`config.mk`:
```
export PLATFORM = sky130hd
export DESIGN_NAME = bmp_stream_writer_flat
export DESIGN_NICKNAME = d
export VERILOG_FILES = /design/src/rtl/bmp_stream_writer_if.sv /design/src/rtl/bmp_stream_writer.sv /design/src/flat_wrapper.sv
export SDC_FILE = /design/constraint.sdc
export NUM_CORES = 1
export LEC_CHECK = 0
export CAP_MARGIN = 30
export CORE_AREA = 2 2 319 321
export DETAILED_ROUTE_END_ITERATION = 7
export DIE_AREA = 0 0 321 323
export PLACE_DENSITY = 0.58
export SLEW_MARGIN = 20
export SYNTH_ARGS = -nofsm -noshare
export SYNTH_HDL_FRONTEND = slang
export SYNTH_SLANG_ARGS = --single-unit
```
`constraint.sdc`:
```
create_clock -name HCLK -period 3.9 [get_ports HCLK]
set_input_delay 0.78 -clock HCLK [delete_from_list [all_inputs] [get_ports HCLK]]
set_output_delay 0.78 -clock HCLK [all_outputs]
set_load 0.03 [all_outputs]
```
`src/rtl/bmp_stream_writer_if.sv`:
```
// Purpose: groups the video input, output stream and status signals of the BMP stream writer.
// Latency: none; this is wiring only.
// Backpressure: out_ready travels from the consumer to the writer; all other stream signals travel downstream.
interface bmp_stream_writer_if;
  logic        VSYNC;
  logic        HSYNC;
  logic [7:0]  DATA_R0;
  logic [7:0]  DATA_G0;
  logic [7:0]  DATA_B0;
  logic [7:0]  DATA_R1;
  logic [7:0]  DATA_G1;
  logic [7:0]  DATA_B1;
  logic [47:0] out_data;
  logic        out_valid;
  logic        out_ready;
  logic        frame_done;
  logic        overflow;

  // Writer side
  modport slave (
    input  VSYNC, HSYNC,
    input  DATA_R0, DATA_G0, DATA_B0, DATA_R1, DATA_G1, DATA_B1,
    input  out_ready,
    output out_data, out_valid, frame_done, overflow
  );

  // Video source / stream consumer side
  modport master (
    output VSYNC, HSYNC,
    output DATA_R0, DATA_G0, DATA_B0, DATA_R1, DATA_G1, DATA_B1,
    output out_ready,
    input  out_data, out_valid, frame_done, overflow
  );
endinterface

```
`src/rtl/bmp_stream_writer.sv`:
```
// Purpose: streams a 24bpp top-down BMP frame (54-byte header, then pixel pairs) as 6-byte beats.
// Latency: a pair pushed into an empty FIFO while streaming pixels is presented on the next cycle.
// Backpressure: out_ready stalls header and FIFO; a pair arriving at a full FIFO without a pop is dropped and flagged.
module bmp_stream_writer #(
  parameter int WIDTH      = 768,
  parameter int HEIGHT     = 512,
  parameter int FIFO_DEPTH = 16
) (
  input logic                HCLK,
  input logic                HRESET,
  bmp_stream_writer_if.slave bus
);

  localparam int NBEATS = WIDTH * HEIGHT / 2;
  localparam int CW     = $clog2(NBEATS + 1);
  localparam int AW     = (FIFO_DEPTH > 1) ? $clog2(FIFO_DEPTH) : 1;

  // Whole 54-byte header as one vector, byte k at bits [8k+7:8k] so fields land little-endian.
  function automatic logic [431:0] build_header(input int w, input int h);
    logic [431:0] hb;
    logic [31:0]  img;
    img = 32'(w * h * 3);
    hb  = '0;
    hb[0   +: 8]  = 8'h42;              // 'B'
    hb[8   +: 8]  = 8'h4D;              // 'M'
    hb[16  +: 32] = img + 32'd54;       // file size
    hb[80  +: 32] = 32'd54;             // pixel data offset
    hb[112 +: 32] = 32'd40;             // info header size
    hb[144 +: 32] = 32'(w);             // width
    hb[176 +: 32] = 32'(-h);            // negative height: rows stored top-down
    hb[208 +: 16] = 16'd1;              // planes
    hb[224 +: 16] = 16'd24;             // bits per pixel
    hb[272 +: 32] = img;                // image size
    return hb;
  endfunction

  localparam logic [431:0] HDR = build_header(WIDTH, HEIGHT);

  typedef enum logic [1:0] {
    S_IDLE,
    S_HEADER,
    S_PIXELS,
    S_DONE
  } state_t;

  state_t          state_q, state_d;
  logic            vsync_q;
  logic [3:0]      hdr_cnt_q, hdr_cnt_d;
  logic [CW-1:0]   pix_cnt_q, pix_cnt_d;
  logic [AW-1:0]   wr_ptr_q, wr_ptr_d;
  logic [AW-1:0]   rd_ptr_q, rd_ptr_d;
  logic [AW:0]     count_q, count_d;
  logic            ovf_q, ovf_d;
  logic [47:0]     mem_q [FIFO_DEPTH];

  logic            vsync_rise;
  logic            fifo_empty;
  logic            fifo_full;
  logic            push_req;
  logic            push;
  logic            pop;
  logic            hdr_xfer;
  logic            flush;
  logic [47:0]     hdr_beat;
  logic [47:0]     pair_dat;

  assign vsync_rise = bus.VSYNC & ~vsync_q;
  assign fifo_empty = (count_q == '0);
  assign fifo_full  = (count_q == (AW+1)'(FIFO_DEPTH));
  assign push_req   = bus.HSYNC && (state_q == S_HEADER || state_q == S_PIXELS);
  assign pop        = (state_q == S_PIXELS) && !fifo_empty && bus.out_ready;
  // A full FIFO still takes a pair when the head leaves in the same cycle.
  assign push       = push_req && (!fifo_full || pop);
  assign hdr_xfer   = (state_q == S_HEADER) && bus.out_ready;
  // Starting a frame discards anything left over from the previous one.
  assign flush      = (state_q == S_IDLE || state_q == S_DONE) && vsync_rise;
  // Byte 0 = B0 ... byte 5 = R1.
  assign pair_dat   = {bus.DATA_R1, bus.DATA_G1, bus.DATA_B1,
                       bus.DATA_R0, bus.DATA_G0, bus.DATA_B0};

  // Select the current 6-byte header beat.
  always_comb begin
    hdr_beat = '0;
    for (int k = 0; k < 9; k++) begin
      if (hdr_cnt_q == 4'(k)) hdr_beat = HDR[48*k +: 48];
    end
  end

  // Frame sequencing: next state and header/pixel beat counters.
  always_comb begin
    state_d   = state_q;
    hdr_cnt_d = hdr_cnt_q;
    pix_cnt_d = pix_cnt_q;
    case (state_q)
      S_IDLE, S_DONE: begin
        if (vsync_rise) begin
          state_d   = S_HEADER;
          hdr_cnt_d = '0;
          pix_cnt_d = '0;
        end
      end
      S_HEADER: begin
        if (hdr_xfer) begin
          if (hdr_cnt_q == 4'd8) state_d = S_PIXELS;
          else                   hdr_cnt_d = hdr_cnt_q + 4'd1;
        end
      end
      S_PIXELS: begin
        if (pop) begin
          pix_cnt_d = pix_cnt_q + CW'(1);
          if (pix_cnt_q == CW'(NBEATS - 1)) state_d = S_DONE;
        end
      end
      default: state_d = S_IDLE;
    endcase
  end

  // FIFO pointer/occupancy update and sticky drop flag.
  always_comb begin
    wr_ptr_d = wr_ptr_q;
    rd_ptr_d = rd_ptr_q;
    count_d  = count_q;
    ovf_d    = ovf_q | (push_req & ~push);
    if (flush) begin
      wr_ptr_d = '0;
      rd_ptr_d = '0;
      count_d  = '0;
    end else begin
      if (push) wr_ptr_d = wr_ptr_q + AW'(1);
      if (pop)  rd_ptr_d = rd_ptr_q + AW'(1);
      case ({push, pop})
        2'b10:   count_d = count_q + (AW+1)'(1);
        2'b01:   count_d = count_q - (AW+1)'(1);
        default: count_d = count_q;
      endcase
    end
  end

  // Control state registers with asynchronous reset.
  always_ff @(posedge HCLK or negedge HRESET) begin
    if (!HRESET) begin
      state_q   <= S_IDLE;
      vsync_q   <= 1'b0;
      hdr_cnt_q <= '0;
      pix_cnt_q <= '0;
      wr_ptr_q  <= '0;
      rd_ptr_q  <= '0;
      count_q   <= '0;
      ovf_q     <= 1'b0;
    end else begin
      state_q   <= state_d;
      vsync_q   <= bus.VSYNC;
      hdr_cnt_q <= hdr_cnt_d;
      pix_cnt_q <= pix_cnt_d;
      wr_ptr_q  <= wr_ptr_d;
      rd_ptr_q  <= rd_ptr_d;
      count_q   <= count_d;
      ovf_q     <= ovf_d;
    end
  end

  // FIFO storage; contents only matter behind the occupancy count, so no reset.
  always_ff @(posedge HCLK) begin
    if (push) mem_q[wr_ptr_q] <= pair_dat;
  end

  // Output mux: header beats, then FIFO head; quiet in IDLE and DONE.
  always_comb begin
    bus.out_valid  = 1'b0;
    bus.out_data   = '0;
    bus.frame_done = (state_q == S_DONE);
    bus.overflow   = ovf_q;
    case (state_q)
      S_HEADER: begin
        bus.out_valid = 1'b1;
        bus.out_data  = hdr_beat;
      end
      S_PIXELS: begin
        bus.out_valid = !fifo_empty;
        bus.out_data  = mem_q[rd_ptr_q];
      end
      default: ;
    endcase
  end

endmodule
```
`src/flat_wrapper.sv`:
```
// flat-port wrapper written by rule: the top's interface ports become plain ports
module bmp_stream_writer_flat 
#(
  parameter int WIDTH      = 768,
  parameter int HEIGHT     = 512,
  parameter int FIFO_DEPTH = 16
)
  (HCLK, HRESET, bus_VSYNC, bus_HSYNC, bus_DATA_R0, bus_DATA_G0, bus_DATA_B0, bus_DATA_R1, bus_DATA_G1, bus_DATA_B1, bus_out_ready, bus_out_data, bus_out_valid, bus_frame_done, bus_overflow);
  bmp_stream_writer_if bus_i ();
  input logic HCLK;
  input logic HRESET;
  input wire logic [$bits(bus_i.VSYNC)-1:0] bus_VSYNC;
  input wire logic [$bits(bus_i.HSYNC)-1:0] bus_HSYNC;
  input wire logic [$bits(bus_i.DATA_R0)-1:0] bus_DATA_R0;
  input wire logic [$bits(bus_i.DATA_G0)-1:0] bus_DATA_G0;
  input wire logic [$bits(bus_i.DATA_B0)-1:0] bus_DATA_B0;
  input wire logic [$bits(bus_i.DATA_R1)-1:0] bus_DATA_R1;
  input wire logic [$bits(bus_i.DATA_G1)-1:0] bus_DATA_G1;
  input wire logic [$bits(bus_i.DATA_B1)-1:0] bus_DATA_B1;
  input wire logic [$bits(bus_i.out_ready)-1:0] bus_out_ready;
  output wire logic [$bits(bus_i.out_data)-1:0] bus_out_data;
  output wire logic [$bits(bus_i.out_valid)-1:0] bus_out_valid;
  output wire logic [$bits(bus_i.frame_done)-1:0] bus_frame_done;
  output wire logic [$bits(bus_i.overflow)-1:0] bus_overflow;
  assign bus_i.VSYNC = bus_VSYNC;
  assign bus_i.HSYNC = bus_HSYNC;
  assign bus_i.DATA_R0 = bus_DATA_R0;
  assign bus_i.DATA_G0 = bus_DATA_G0;
  assign bus_i.DATA_B0 = bus_DATA_B0;
  assign bus_i.DATA_R1 = bus_DATA_R1;
  assign bus_i.DATA_G1 = bus_DATA_G1;
  assign bus_i.DATA_B1 = bus_DATA_B1;
  assign bus_i.out_ready = bus_out_ready;
  assign bus_out_data = bus_i.out_data;
  assign bus_out_valid = bus_i.out_valid;
  assign bus_frame_done = bus_i.frame_done;
  assign bus_overflow = bus_i.overflow;
  bmp_stream_writer #(.WIDTH(WIDTH), .HEIGHT(HEIGHT), .FIFO_DEPTH(FIFO_DEPTH)) u_core (.HCLK(HCLK), .HRESET(HRESET), .bus(bus_i));
endmodule
```
# After elaboration in Yosys (flattened, before gate mapping)
# Memory sizes are Yosys's and may differ from the RTL's.
# Index checks and enable logic that the tools add are counted.
# op_classes
n_addsub	6
n_eq_ne	21
muxes	32
bitwise	5
reduce_logical	23
# op_table
operator	n
$mux 48	8
$pmux 48 s2	1
$mux 37	1
$mux 18	2
$pmux 18 s2	1
$mux 4	7
$add 18x1->18 const B	1
$eq 18x18->1 const B	1
$eq 4x3->1 const B	4
$add 4x1->4 const B	3
$mux 2	5
$pmux 5 s2	1
$eq 4x2->1 const B	2
$pmux 4 s2	1
$reduce_bool 2->1	4
$eq 2x2->1 const B	3
$logic_and 1x1->1	6
$ne 2x1->1 const B	3
$ne 2x2->1 const B	3
$pmux 2 s3	1
$add 5x1->5 const B	1
$eq 5x5->1 const B	1
$logic_not 5->1	1
$mux 5	1
18 further kinds	25
# word_totals
ff_bits	39
ramBits	768
inputBits	53
out_inout_bits	51
wordCells	96
memories	1
# memory_table
name	depth	word_bits	rd	rd_clocked_by_memory_dff	wr	line_no	text
u_core.mem_q	16	48	1	0	1	bmp_stream_writer.sv:54	logic [47:0] mem_q [FIFO_DEPTH];

# Depth between registers and ports, before layout
# logic_depth
ltp_word	11
depth_mapped	12
mapped_depth_nobuf	12

# Worst setup path before layout
# No wires, ideal clock.
# synth_path
path_kind	register to register
startpoint	register u_core.state_q[0]
endpoint	memory u_core.mem_q[4][0], enable pin
setup_ns	0.411
arrival_time_ns	2.986
required_time_ns	3.489
slack_ns	0.503
path_stages_with_launch	10
synth_period_minus_slack_ns	3.397
path_cell_list	dfrtp_1 inv_1 ha_1 clkbuf_8 or2b_2 a31oi_1 buf_2 nand2_1 nor2_1 and2_1
# synth_via
elab_chain_cells	7
# synth_lines
item	line_no	text
start, declared	bmp_stream_writer.sv:46	state_t state_q, state_d;
start signal, assigned	bmp_stream_writer.sv:151	state_q <= state_d;
$eq 2x2->1	bmp_stream_writer.sv:70, bmp_stream_writer.sv:71	
$logic_and 1x1->1 (2 in a row)	bmp_stream_writer.sv:71	assign pop = (state_q == S_PIXELS) && !fifo_empty && bus.out_ready;
$logic_or 1x1->1	bmp_stream_writer.sv:73	assign push = push_req && (!fifo_full || pop);
$logic_and 1x1->1 (*)	bmp_stream_writer.sv:73	
$mux 1 (*)	bmp_stream_writer.sv:164	if (push) mem_q[wr_ptr_q] <= pair_dat;
$mux 1 (implied by the code) (*)	bmp_stream_writer.sv:164	
end, declared	bmp_stream_writer.sv:54	
# Mark *: on every way between the ends. The rest lies on a longest branch, timed or not.

# Final worst setup path
# layout_path
startpoint	register u_core.state_q[0]
endpoint	output bus_out_data[7]
# layout_via
elab_chain_cells	2
# layout_lines
item	line_no	text
$eq 2x2->1 or $eq 2x1->1 (tied branches)	bmp_stream_writer.sv:173	case (state_q)
$pmux 48 s2 (*)	bmp_stream_writer.sv:173	
end, declared	flat_wrapper.sv:21	output wire logic [$bits(bus_i.out_data)-1:0] bus_out_data;
# Marked as above.

==> results_dict.tcl <==
set metrics [dict create \
    tns_ps 0 \
    vias_in_the_first_global_route 16680 \
    mappedNetlistArea_mm2 0.03189 \
    setup.reg_to_reg.worst_slack_ps 660 \
    syn-mean-instance-area_um2 20.35 \
    power.sequential.fraction 0.421 \
    postSynthCellCount 1567 \
    layout.cells.most_common "edfxtp_1" \
    wl_per_cell_um 25.28 \
    peakVddDrop_v 0.0003066 \
    worst_setup_margin_ps 139.9 \
    floorplan.die_area_mm2 0.1037 \
    synth_edf_count 768 \
    crit_arrival_ps 2980 \
    drt_iter0_markers 1289 \
    fin_crit_ps 3760 \
    gr-usage-all-layers 0.1519 \
    async_flop_share 0.04833 \
    cts_made_buffers 79 \
    floorplan.core_area_mm2 0.1007 \
    hold_slack_ps 35.97 \
    pwr_density_cell_mw_per_mm2 633.5 \
    antenna-diode-count 0 \
    hold_path.class "in -> async" \
    floorplan.io_pins 104 \
    syn2layout_area_growth_pct 20.75 \
    swShare 0.2836 \
    tightestPinTransition_ps 725.9 \
    gp_congestion 0.7649 \
    worst_setup_path_end_kind "output port" \
    power.share.clock 0.312 \
    worst_path_cell_chain "inv_1 > ha_1 > buf_4 > or3b_4 > nor2_2 > buf_4 > buf_6 > a221oi_1 > o21ai_1 > buf_12" \
    layout.cells.non_filler 3125 \
    post_synth_num_cell_types 63 \
    rows 117 \
    vias_per_cell 5.146 \
    grt_util_met3 0.03080 \
    critical_path_peak_fanout 10 \
    starting_density_of_the_core 0.3166 \
    yosysWarnings 0 \
    routing_usage_on_met1 0.2008 \
    cap_viol_max_count 0 \
    cts_root_buf "clkbuf_16" \
    timing.fmax_mhz 265.9 \
    outcome "complete, no violations" \
    worst-endpoint-required_ps 3120 \
    power_report.internal_total_mw 17.48 \
    static-leakage-power_nw 12.03 \
    worstSkewPairLatency_ps 630 \
    layout_worst_path_cycle_share 0.9641 \
    mappedNetlistNets 1638 \
    postCtsHoldBufs 0 \
    timing.setup.critical_path_class "reg -> out" \
    fin_skew_ps 15.03 \
    max_slew_margin 0.5156 \
    timing.rr.start "u_core.state_q[0]" \
    cp_num_buf_inv 5 \
    path_clk_slew_ps 60 \
    grt.busiest_layer "met2" \
    grt_antenna_before_repair 6 \
    top_library_cells_by_usage_in_the_layout_fill_and_taps_aside "768 x edfxtp_1, 165 x mux4_2, 95 x mux2i_1, 85 x buf_12, 84 x clkbuf_16" \
    maxSlewViolCount 0 \
    synth_top_flop_cell "edfxtp_1" \
    post_dp_hpwl_mm 46.39 \
    grt_util_met2 0.2561 \
    count_of_input_and_output_buffers 103 \
    placement.setup.worst_slack_ps 279.3 \
    die_y_um 323 \
    global_route_wire_length_before_repair_mm 115.0 \
    critPathLaunchType "flop" \
    comb_power_share 0.267 \
    slowest_delay_ps 470 \
    h-tree-depth 3 \
    drcViolationCount 0 \
    cp_slowest_cell "or3b_4" \
    critPathTopFamily "buffers and inverters" \
    routed-via-count 16080 \
    setup-violations-final 0 \
    num_clock_sinks 807 \
    die_width_um 321 \
    finalNetCount 1827 \
    worst_path_most_repeated_cell "buf_4" \
    cts_tree "yes" \
    place.detailed.instances 2976 \
    final_hold_viol_count 0 \
    grt_overflow_total 0 \
    crit_cells 10 \
    antenna_left 0 \
    ys_seq_area_frac 0.7538 \
    worstReg2RegEnd "u_core.mem_q[1][23]" \
    totalWireLength_mm 79.00 \
    drt_pass1_iterations 5 \
    ys_seq_elements 807 \
    final_core_util 0.3824 \
    p_sw_mw 6.919 \
    largest_net_degree_at_the_start_of_global_routing 58 \
    clock_tree.buffer_depth 3 \
    nFillCells 9019 \
    unrepaired_setup_endpoints_after_global_routing "no" \
    drive_gt1_frac 0.2616 \
    worstRegToRegCells 9 \
]
-- sequential cells by signal, indices dropped and copies added, names as in the netlist, 2 cells and up --
signal,count
u_core.mem_q,768
u_core.pix_cnt_q,18
u_core.count_q,5
u_core.hdr_cnt_q,4
u_core.rd_ptr_q,4
u_core.wr_ptr_q,4
u_core.state_q,2
-- cells in the mapped netlist (7+ instances only) --
cell / number / share of area
a21oi_1: 10 / 0.0016
a221oi_1: 12 / 0.0033
a22o_1: 8 / 0.0022
a22oi_1: 24 / 0.0056
a32oi_1: 11 / 0.0030
and2_1: 20 / 0.0039
buf_1: 9 / 0.0011
buf_2: 30 / 0.0047
buf_4: 9 / 0.0021
clkbuf_1: 33 / 0.0039
dfrtp_1: 39 / 0.031
edfxtp_1: 768 / 0.72
ha_1: 17 / 0.0067
inv_1: 18 / 0.0021
mux2_2: 12 / 0.0042
mux2i_1: 95 / 0.030
mux4_2: 165 / 0.12
nand2_1: 50 / 0.0059
nand3_1: 34 / 0.0053
nand4_1: 7 / 0.0014
nor2_1: 32 / 0.0038
nor2b_1: 9 / 0.0018
o211ai_1: 32 / 0.0075
o21ai_0: 36 / 0.0056
xnor2_1: 7 / 0.0019
xor2_1: 7 / 0.0019
-- per-layer routing --
metal	vias to the layer above	part of all wire
li1	6871	-
met3	104	0.060
met5	-	0.00096
met4	12	0.017
met2	491	0.50
met1	8604	0.42
-- kinds of logic (layout without fill, tap and decap cells) --
family,count (synthesis),after routing,synth area share
AOI/OAI and AO/OA,159,159,0.03723
xor gates and xnor gates,14,14,0.003845
adders and majority gates,18,18,0.007297
buffers and inverters,102,351,0.01487
DFF,807,807,0.7538
muxes,272,272,0.1506
and+or+nand+nor,195,195,0.03241
-- how the worst max path moves through the flow --
| stage | start | to | slack [ps] |
|---|---|---|---|
| after floorplan | u_core.state_q[0] | u_core.mem_q[4][0] | 500 |
| after global placement | u_core.state_q[0] | bus_out_data[46] | 200 |
| after detailed placement | u_core.state_q[0] | bus_out_data[36] | 280 |
| after CTS | u_core.state_q[0] | bus_out_data[12] | 2 |
| after global routing | u_core.hdr_cnt_q[0] | bus_out_data[9] | 10 |
| final | u_core.state_q[0] | bus_out_data[7] | 140 |
-- cell type report --
class	instances	area (um^2)	share of cell area
flip-flops and latches	807	24050	0.6245
multi-input cells	658	7492	0.1946
repair buffers	191	2693	0.06992
clock buffers	101	2166	0.05624
well taps	1309	1638	0.04253
clock inverters	40	397.9	0.01033
inverters	19	73.82	0.001917
-- repair_timing --
item / 4_1_cts / 5_1_grt
gates cloned: 0 / 0
pin swaps: 4 / 2
setup endpoints to repair: 46 / 25
setup buffers: 0 / 7
resized for setup: 29 / 7
-- power by group through the flow --
stage	clock network [mW]	registers [mW]	logic, mW
2_1_floorplan	0	10.3	3.91
3_3_place_gp	0	10.4	6.39
3_5_place_dp	0	10.5	6.44
4_1_cts	7.78	10.3	6.53
5_1_grt	8.09	10.3	6.95
6_report	7.61	10.3	6.51
-- worst register-to-register path, cell delays in order, from the launching register on --
cell and delay [ps]:
dfrtp_1 370, inv_1 70, ha_1 310, buf_4 180, or2b_2 340, a31oi_1 360, buf_12 180, nor3b_1 420
and2_4 430, buf_4 270
-- through the flow --
step / instance area (um^2) / total power [mW]
2_1_floorplan: 31890 / 14.25
3_3_place_gp: 35730 / 16.83
3_5_place_dp: 35750 / 16.92
4_1_cts: 38390 / 24.61
5_1_grt: 38510 / 25.35
6_report: 38510 / 24.40
Power figures use the tool's default switching activity.
